`config.mk`:
```
export PLATFORM = sky130hd
export DESIGN_NAME = thresh_load_sequencer
export DESIGN_NICKNAME = d
export VERILOG_FILES = /design/src/rtl/thresh_load_pkg.sv /design/src/rtl/thresh_load_capture.sv /design/src/rtl/thresh_load_sequencer.sv
export SDC_FILE = /design/constraint.sdc
export NUM_CORES = 1
export LEC_CHECK = 0
export CAP_MARGIN = 40
export CORE_MARGIN = 1.5
export CORE_UTILIZATION = 30
export CTS_BUF_LIST = sky130_fd_sc_hd__clkbuf_16
export DETAILED_ROUTE_END_ITERATION = 10
export GPL_ROUTABILITY_DRIVEN = 0
export PLACE_DENSITY = 0.58
export SYNTH_ARGS = -nofsm -noshare
export SYNTH_HDL_FRONTEND = slang
export SYNTH_SLANG_ARGS = --single-unit
```
`constraint.sdc`:
```
create_clock -name user_clk -period 3.9 [get_ports user_clk]
set_input_delay 0.78 -clock user_clk [delete_from_list [all_inputs] [get_ports user_clk]]
set_output_delay 0.78 -clock user_clk [all_outputs]
set_load 0.02 [all_outputs]
```
`src/rtl/thresh_load_pkg.sv`:
```
// thresh_load_pkg
//   Shared definitions for the threshold-table load sequencer:
//   - tl_state_e : sequencer FSM states
//   - bit positions of the fields inside the software register word
//   Optional feature macro used by the importing files: THRESH_LOAD_SWEEP_EN
//   (enables the broadcast sweep of the whole table).
package thresh_load_pkg;

  typedef enum logic [1:0] {
    ST_IDLE   = 2'd0,
    ST_SINGLE = 2'd1,
    ST_SWEEP  = 2'd2,
    ST_DONE   = 2'd3
  } tl_state_e;

  // Field positions in cfg_word
  localparam int LOAD_BIT  = 31;
  localparam int BCAST_BIT = 30;
  localparam int CH_LSB    = 16;
  localparam int TH_LSB    = 0;

endpackage

```
`src/rtl/thresh_load_capture.sv`:
```
// thresh_load_capture
//   Input stage of the sequencer: registers the software register word,
//   arms itself once the load bit has been seen low, detects the rising edge
//   of the load bit and latches the channel / threshold / broadcast fields
//   when the sequencer can accept a new load.
//
// Ports
//   i_clk, i_rst_n : clock, asynchronous active-low reset
//   i_cfg_word     : raw register word
//   i_accept       : sequencer is idle and will take an edge this cycle
//   o_start        : registered one-cycle pulse, a load was accepted
//   o_ignored      : combinational, an edge was seen but not accepted
//   o_bcast        : latched broadcast bit
//   o_ch, o_th     : latched channel and threshold fields
module thresh_load_capture
  import thresh_load_pkg::*;
#(
  parameter int CH_W = 8,
  parameter int TH_W = 16
) (
  input  logic            i_clk,
  input  logic            i_rst_n,
  input  logic [31:0]     i_cfg_word,
  input  logic            i_accept,
  output logic            o_start,
  output logic            o_ignored,
  output logic            o_bcast,
  output logic [CH_W-1:0] o_ch,
  output logic [TH_W-1:0] o_th
);

  logic [31:0]     r_cfg_q;
  logic            r_load_d;
  logic            r_sampled;
  logic            r_armed;
  logic            r_start;
  logic            r_bcast;
  logic [CH_W-1:0] r_ch;
  logic [TH_W-1:0] r_th;

  logic            w_edge;
  logic            w_take;
  logic            w_unused_cfg;

  assign w_edge = r_armed & r_cfg_q[LOAD_BIT] & ~r_load_d;
  assign w_take = w_edge & i_accept;
  // Reserved bits of the register word are carried but not interpreted.
  assign w_unused_cfg = ^r_cfg_q;

  always_ff @(posedge i_clk or negedge i_rst_n) begin
    if (!i_rst_n) begin
      r_cfg_q   <= '0;
      r_load_d  <= 1'b0;
      r_sampled <= 1'b0;
      r_armed   <= 1'b0;
      r_start   <= 1'b0;
      r_bcast   <= 1'b0;
      r_ch      <= '0;
      r_th      <= '0;
    end else begin
      r_cfg_q   <= i_cfg_word;
      r_load_d  <= r_cfg_q[LOAD_BIT];
      r_sampled <= 1'b1;
      // Arm only on a genuinely sampled low load bit; the reset value of
      // r_cfg_q must not count, so a bit held high through reset never fires.
      if (r_sampled && !r_cfg_q[LOAD_BIT]) begin
        r_armed <= 1'b1;
      end
      r_start <= w_take;
      if (w_take) begin
        r_bcast <= r_cfg_q[BCAST_BIT];
        r_ch    <= r_cfg_q[CH_LSB +: CH_W];
        r_th    <= r_cfg_q[TH_LSB +: TH_W];
      end
    end
  end

  assign o_start   = r_start;
  assign o_ignored = w_edge & ~i_accept;
  assign o_bcast   = r_bcast;
  assign o_ch      = r_ch;
  assign o_th      = r_th;

endmodule

```
`src/rtl/thresh_load_sequencer.sv`:
```
// thresh_load_sequencer
//   Turns a rising edge of the load bit in the software register word into
//   either one write to the threshold RAM or (with THRESH_LOAD_SWEEP_EN
//   defined) a broadcast sweep writing every channel. Reports busy, a done
//   pulse, a sticky overrun flag and a completed-load counter.
//
//   Write handshake: a transfer happens at a rising clock edge where
//   wr_en & wr_ready. While wr_en is high, wr_addr/wr_data hold until the
//   transfer; wr_en never drops without a transfer.
//
//   Optional feature macro: THRESH_LOAD_SWEEP_EN. Undefined, the broadcast
//   bit is ignored and every load is a single write.
//
// Ports
//   user_clk, user_rst_n : clock, asynchronous active-low reset
//   cfg_word             : register word ([31] load, [30] broadcast,
//                          [16+CH_W-1:16] channel, [TH_W-1:0] threshold)
//   wr_en/wr_ready       : RAM write request / accept
//   wr_addr, wr_data     : RAM write address / threshold value
//   busy, done, overrun  : status (done is a one-cycle pulse)
//   load_count           : completed loads, wraps
//   dbg_state            : current FSM state
module thresh_load_sequencer
  import thresh_load_pkg::*;
#(
  parameter int CH_W = 8,
  parameter int TH_W = 16
) (
  input  logic            user_clk,
  input  logic            user_rst_n,
  input  logic [31:0]     cfg_word,
  output logic            wr_en,
  input  logic            wr_ready,
  output logic [CH_W-1:0] wr_addr,
  output logic [TH_W-1:0] wr_data,
  output logic            busy,
  output logic            done,
  output logic            overrun,
  output logic [15:0]     load_count,
  output tl_state_e       dbg_state
);

  localparam logic [CH_W-1:0] LAST_ADDR = {CH_W{1'b1}};
  localparam logic [CH_W-1:0] ADDR_ONE  = {{(CH_W-1){1'b0}}, 1'b1};

  tl_state_e       r_state;
  tl_state_e       w_state_nxt;

  logic            r_wr_en;
  logic [CH_W-1:0] r_wr_addr;
  logic [TH_W-1:0] r_wr_data;
  logic            r_busy;
  logic            r_done;
  logic            r_overrun;
  logic [15:0]     r_load_count;

  logic            w_wr_en_nxt;
  logic [CH_W-1:0] w_wr_addr_nxt;
  logic [TH_W-1:0] w_wr_data_nxt;
  logic            w_busy_nxt;
  logic            w_done_nxt;
  logic            w_overrun_nxt;
  logic [15:0]     w_load_count_nxt;

  logic            w_start;
  logic            w_ignored;
  logic            w_bcast;
  logic [CH_W-1:0] w_ch;
  logic [TH_W-1:0] w_th;
  logic            w_accept;
  logic            w_xfer;

  // A start pulse already in flight means the FSM is about to leave IDLE.
  assign w_accept = (r_state == ST_IDLE) & ~w_start;
  assign w_xfer   = r_wr_en & wr_ready;

  thresh_load_capture #(
    .CH_W (CH_W),
    .TH_W (TH_W)
  ) u_capture (
    .i_clk      (user_clk),
    .i_rst_n    (user_rst_n),
    .i_cfg_word (cfg_word),
    .i_accept   (w_accept),
    .o_start    (w_start),
    .o_ignored  (w_ignored),
    .o_bcast    (w_bcast),
    .o_ch       (w_ch),
    .o_th       (w_th)
  );

`ifndef THRESH_LOAD_SWEEP_EN
  logic w_unused_bcast;
  assign w_unused_bcast = w_bcast;
`endif

  // State register
  always_ff @(posedge user_clk or negedge user_rst_n) begin
    if (!user_rst_n) begin
      r_state <= ST_IDLE;
    end else begin
      r_state <= w_state_nxt;
    end
  end

  // Next-state logic
  always_comb begin
    w_state_nxt = r_state;
    case (r_state)
      ST_IDLE: begin
        if (w_start) begin
`ifdef THRESH_LOAD_SWEEP_EN
          w_state_nxt = w_bcast ? ST_SWEEP : ST_SINGLE;
`else
          w_state_nxt = ST_SINGLE;
`endif
        end
      end
      ST_SINGLE: begin
        if (w_xfer) begin
          w_state_nxt = ST_DONE;
        end
      end
`ifdef THRESH_LOAD_SWEEP_EN
      ST_SWEEP: begin
        if (w_xfer && (r_wr_addr == LAST_ADDR)) begin
          w_state_nxt = ST_DONE;
        end
      end
`endif
      default: begin
        w_state_nxt = ST_IDLE;
      end
    endcase
  end

  // Output logic: next values for the registered outputs. wr_addr doubles as
  // the sweep index, so no separate sweep counter exists.
  always_comb begin
    w_wr_en_nxt      = (w_state_nxt == ST_SINGLE) || (w_state_nxt == ST_SWEEP);
    w_busy_nxt       = (w_state_nxt != ST_IDLE);
    w_done_nxt       = (w_state_nxt == ST_DONE);
    w_wr_addr_nxt    = r_wr_addr;
    w_wr_data_nxt    = r_wr_data;
    w_overrun_nxt    = r_overrun;
    w_load_count_nxt = r_load_count;

    if ((r_state == ST_IDLE) && w_start) begin
      w_wr_data_nxt = w_th;
      w_overrun_nxt = 1'b0;
`ifdef THRESH_LOAD_SWEEP_EN
      w_wr_addr_nxt = w_bcast ? '0 : w_ch;
`else
      w_wr_addr_nxt = w_ch;
`endif
    end
`ifdef THRESH_LOAD_SWEEP_EN
    else if ((r_state == ST_SWEEP) && w_xfer && (r_wr_addr != LAST_ADDR)) begin
      w_wr_addr_nxt = r_wr_addr + ADDR_ONE;
    end
`endif

    if (w_ignored) begin
      w_overrun_nxt = 1'b1;
    end

    if (r_state == ST_DONE) begin
      w_load_count_nxt = r_load_count + 16'd1;
    end
  end

  // Output registers
  always_ff @(posedge user_clk or negedge user_rst_n) begin
    if (!user_rst_n) begin
      r_wr_en      <= 1'b0;
      r_wr_addr    <= '0;
      r_wr_data    <= '0;
      r_busy       <= 1'b0;
      r_done       <= 1'b0;
      r_overrun    <= 1'b0;
      r_load_count <= '0;
    end else begin
      r_wr_en      <= w_wr_en_nxt;
      r_wr_addr    <= w_wr_addr_nxt;
      r_wr_data    <= w_wr_data_nxt;
      r_busy       <= w_busy_nxt;
      r_done       <= w_done_nxt;
      r_overrun    <= w_overrun_nxt;
      r_load_count <= w_load_count_nxt;
    end
  end

  assign wr_en      = r_wr_en;
  assign wr_addr    = r_wr_addr;
  assign wr_data    = r_wr_data;
  assign busy       = r_busy;
  assign done       = r_done;
  assign overrun    = r_overrun;
  assign load_count = r_load_count;
  assign dbg_state  = r_state;

endmodule

```
==> run metrics <==
Max Cap Viol=0; Tot Pwr=about 3500 µW; Residual DRC=5; Synth top area share=69.3%; Lkg Pwr=0.00214 µW; async set-or-reset flop fraction in the synthesized netlist=100%; Slew @ Worst Pin=just over 0.7 ns; starting density of the core=31.0%; ranking of synthesized cells by area=dfrtp_1 69%, mux2_2 9.5%, mux2_4 8.0%; All-Layer GR Usage=between 10% and 20%; clk slew on worst S/H paths=0.06 ns; clk_lat worst skew=0.33 ns; Fin Setup TNS=0 ns; total gr overflow=0; # IOs=a little over 80; post_cts resized=0; post-synthesis compound-gate area fraction=less than 1%; maximum clock rate=approximately 430 MHz; vias per cell=between 4 and 5; critical path class=flip-flop to primary output; Worst slew margin=51.6%; CP Depth=1; largest family of logic cells by synthesized area=multiplexers; diodes inserted=0; Routed WL=~6000 µm; Top FF cell, synth=dfrtp_1; cell with the most instances after synthesis=dfrtp_1; Seq/Total Area, Yosys=between 60 and 70%; CP startpoint=dbg_state[0]; Largest delay share family, worst path=buffers and inverters; antenna violations before repair=0; CP max stage delay=~0.68 ns; total iterations of the first detailed-routing run=9; clock buffer depth=2; crit-path cells=clkdlybuf4s50_1; CP endpoint kind=primary output; core area=around 12000 µm²; cts hold-fix bufs=0; first-pass GRT wire length=about 11000 µm; hold crit path type=input port to asynchronous set/reset pin; mux share of post-synthesis cell area=~17%; r2r startpoint=dbg_state[1]; Die H=112 µm; failing checks=design-rule violations; port bufs=73; NumNets Final=approximately 330; Synth Area in XOR/XNOR=between 3 and 4%; row cnt=39; detailed router's first-iteration violation count=82; Setup Fix Bufs, Post-CTS=0; CTS tree=done; Buf/Inv on CP=1; Yosys Warn Count=0; post-synthesis register bit count=99; H-tree depth=3; Synth Area in Simple Gates=4.83%; layout cell share with drive strength beyond 1=~23%; Synth area leader=dfrtp_1; area grow syn2layout=33.0%; die area=between 10000 and 15000 µm²; CP max stage cell=clkdlybuf4s50_1; CTS Sinks=between 90 and 100; commonest cells in the netlist=99 x dfrtp_1, 30 x mux2_2, 19 x mux2_4; Crit Path Max Fanout=9; Chip Width=112 µm; startpoint types=flip-flop; unrepaired setup endpoints after global routing=no; Post-synth EDFFs=0; worst setup path endpoint=dbg_state[0]; maximum vdd drop=between 0.0003 and 0.0004 V; Mapped Cells=~210; vias in the first global route=roughly 2000; Synth Area in Adders=approximately 1.1%; total number of vias=~1900; run status=complete, but fails checks; flop2flop setup slack=2.04 ns; largest net degree at the start of global routing=58; final worst-path cycle share=about 60%; post-detail-place hpwl=about 4000 µm; Detail Route Antenna Nets=0; Final Hold Vio Count=0; Netlist cell types=25; clk_skew=about 0.0075 ns; Cell Area, Placed=4450 µm²; WL per Instance=about 14 µm; FF-to-FF End=u_capture.o_th[0]; power density over the cells=between 700 and 800 nW/µm²; CTS Root Cell=clkbuf_16; Final Cell Area=between 4000 and 5000 µm²; critical path arrival=~1.6 ns; count of pins over their slew limit=0; Period minus WS final=between 2 and 2.5 ns; syn_area_per_cell=about 17 µm²; syn nets=252; Num CTS Buffers=9; final count of negative-setup-slack endpoints=0; reg2reg path depth=2; Critical Path RT=3.12 ns; Cell Area, Synth=roughly 3600 µm²
## registers in the layout, summed over array words and instances, names as in the netlist
register and count:
wr_en 1, u_capture.r_armed 1, done 1, wr_addr 8
u_capture.o_th 16, u_capture.o_ch 8, dbg_state 2, load_count 16
u_capture.o_start 1, wr_data 16, busy 1, u_capture.r_sampled 1
u_capture.r_load_d 1, overrun 1, u_capture.r_cfg_q 25
## worst min path at each step
stage                          startpoint  cells after the start                  to
CTS                            user_rst_n                      1  u_capture.o_th[11]
global placement    u_capture.r_cfg_q[31]                      0  u_capture.r_load_d
global route                   user_rst_n                      1   u_capture.o_th[6]
detailed placement  u_capture.r_cfg_q[31]                      0  u_capture.r_load_d
finish                         user_rst_n                      1         wr_data[15]
floorplan           u_capture.r_cfg_q[31]                      0  u_capture.r_load_d
## power breakdown
part / total, µW / switching (µW) / internal, µW
clock: 909 / 356 / 553
combinational: 1050 / 434 / 617
sequential: 1520 / 185 / 1330
## routing by layer
| layer | global-route usage [%] | routed length, µm |
|---|---|---|
| met5 | 0 | 0 |
| met1 | 13.2 | 2690 |
| met2 | 17.5 | 3110 |
| met4 | 4.05 | 55 |
| met3 | 4.54 | 266 |
## cell usage in the layout (no fill, tap or decap)
cell type	netlist	routed
or4_4	1	1
inv_1	7	7
nor3_1	3	3
nand2_1	6	6
clkbuf_16	0	9
clkdlybuf4s50_1	0	72
and4_1	3	3
clkinv_1	0	4
bufinv_16	0	2
a21o_1	1	1
ha_1	3	3
mux2_4	19	19
and3_1	1	1
a21oi_1	2	2
mux2_2	30	30
nor3b_4	0	1
conb_1	1	1
nand3_1	5	5
xnor2_1	9	9
xor2_1	6	6
buf_4	0	3
nand4b_1	1	1
nand4_1	2	2
dfrtp_1	99	99
clkinvlp_4	0	1
or2_2	1	1
nor2_1	5	5
nand3b_1	1	1
buf_16	0	1
## cell families (layout without fill, tap and decap cells)
logic type,after synthesis,after routing
multiplexers,49,49
adder cells (fa/ha/maj),3,3
buffers and inverters,14,99
AND/OR/NAND/NOR,30,30
AO/OA/AOI/OAI,3,3
other,1,1
XOR/XNOR,15,15
flip-flops,99,99
## metrics by stage
stage	std cells	hold WS [ns]	util (%)	setup WS, ns
2_1_floorplan	214	0.374	-	2.08
3_3_place_gp	425	0.391	38.4	1.93
3_5_place_dp	426	0.398	38.6	1.90
4_1_cts	442	0.309	41.3	1.54
5_1_grt	442	0.309	41.3	1.48
6_report	442	0.321	41.3	1.57
## final cells by class
class | instances | area (µm²)
clock buffers | 9 | 225
clock inverters | 7 | 82.6
fillers | 1055 | 6760
inverters | 7 | 26.3
multi-input cells | 101 | 992
flip-flops and latches | 99 | 2480
well taps | 143 | 179
repair buffers | 76 | 771
Note: power is estimated with default switching activity, not from simulation.
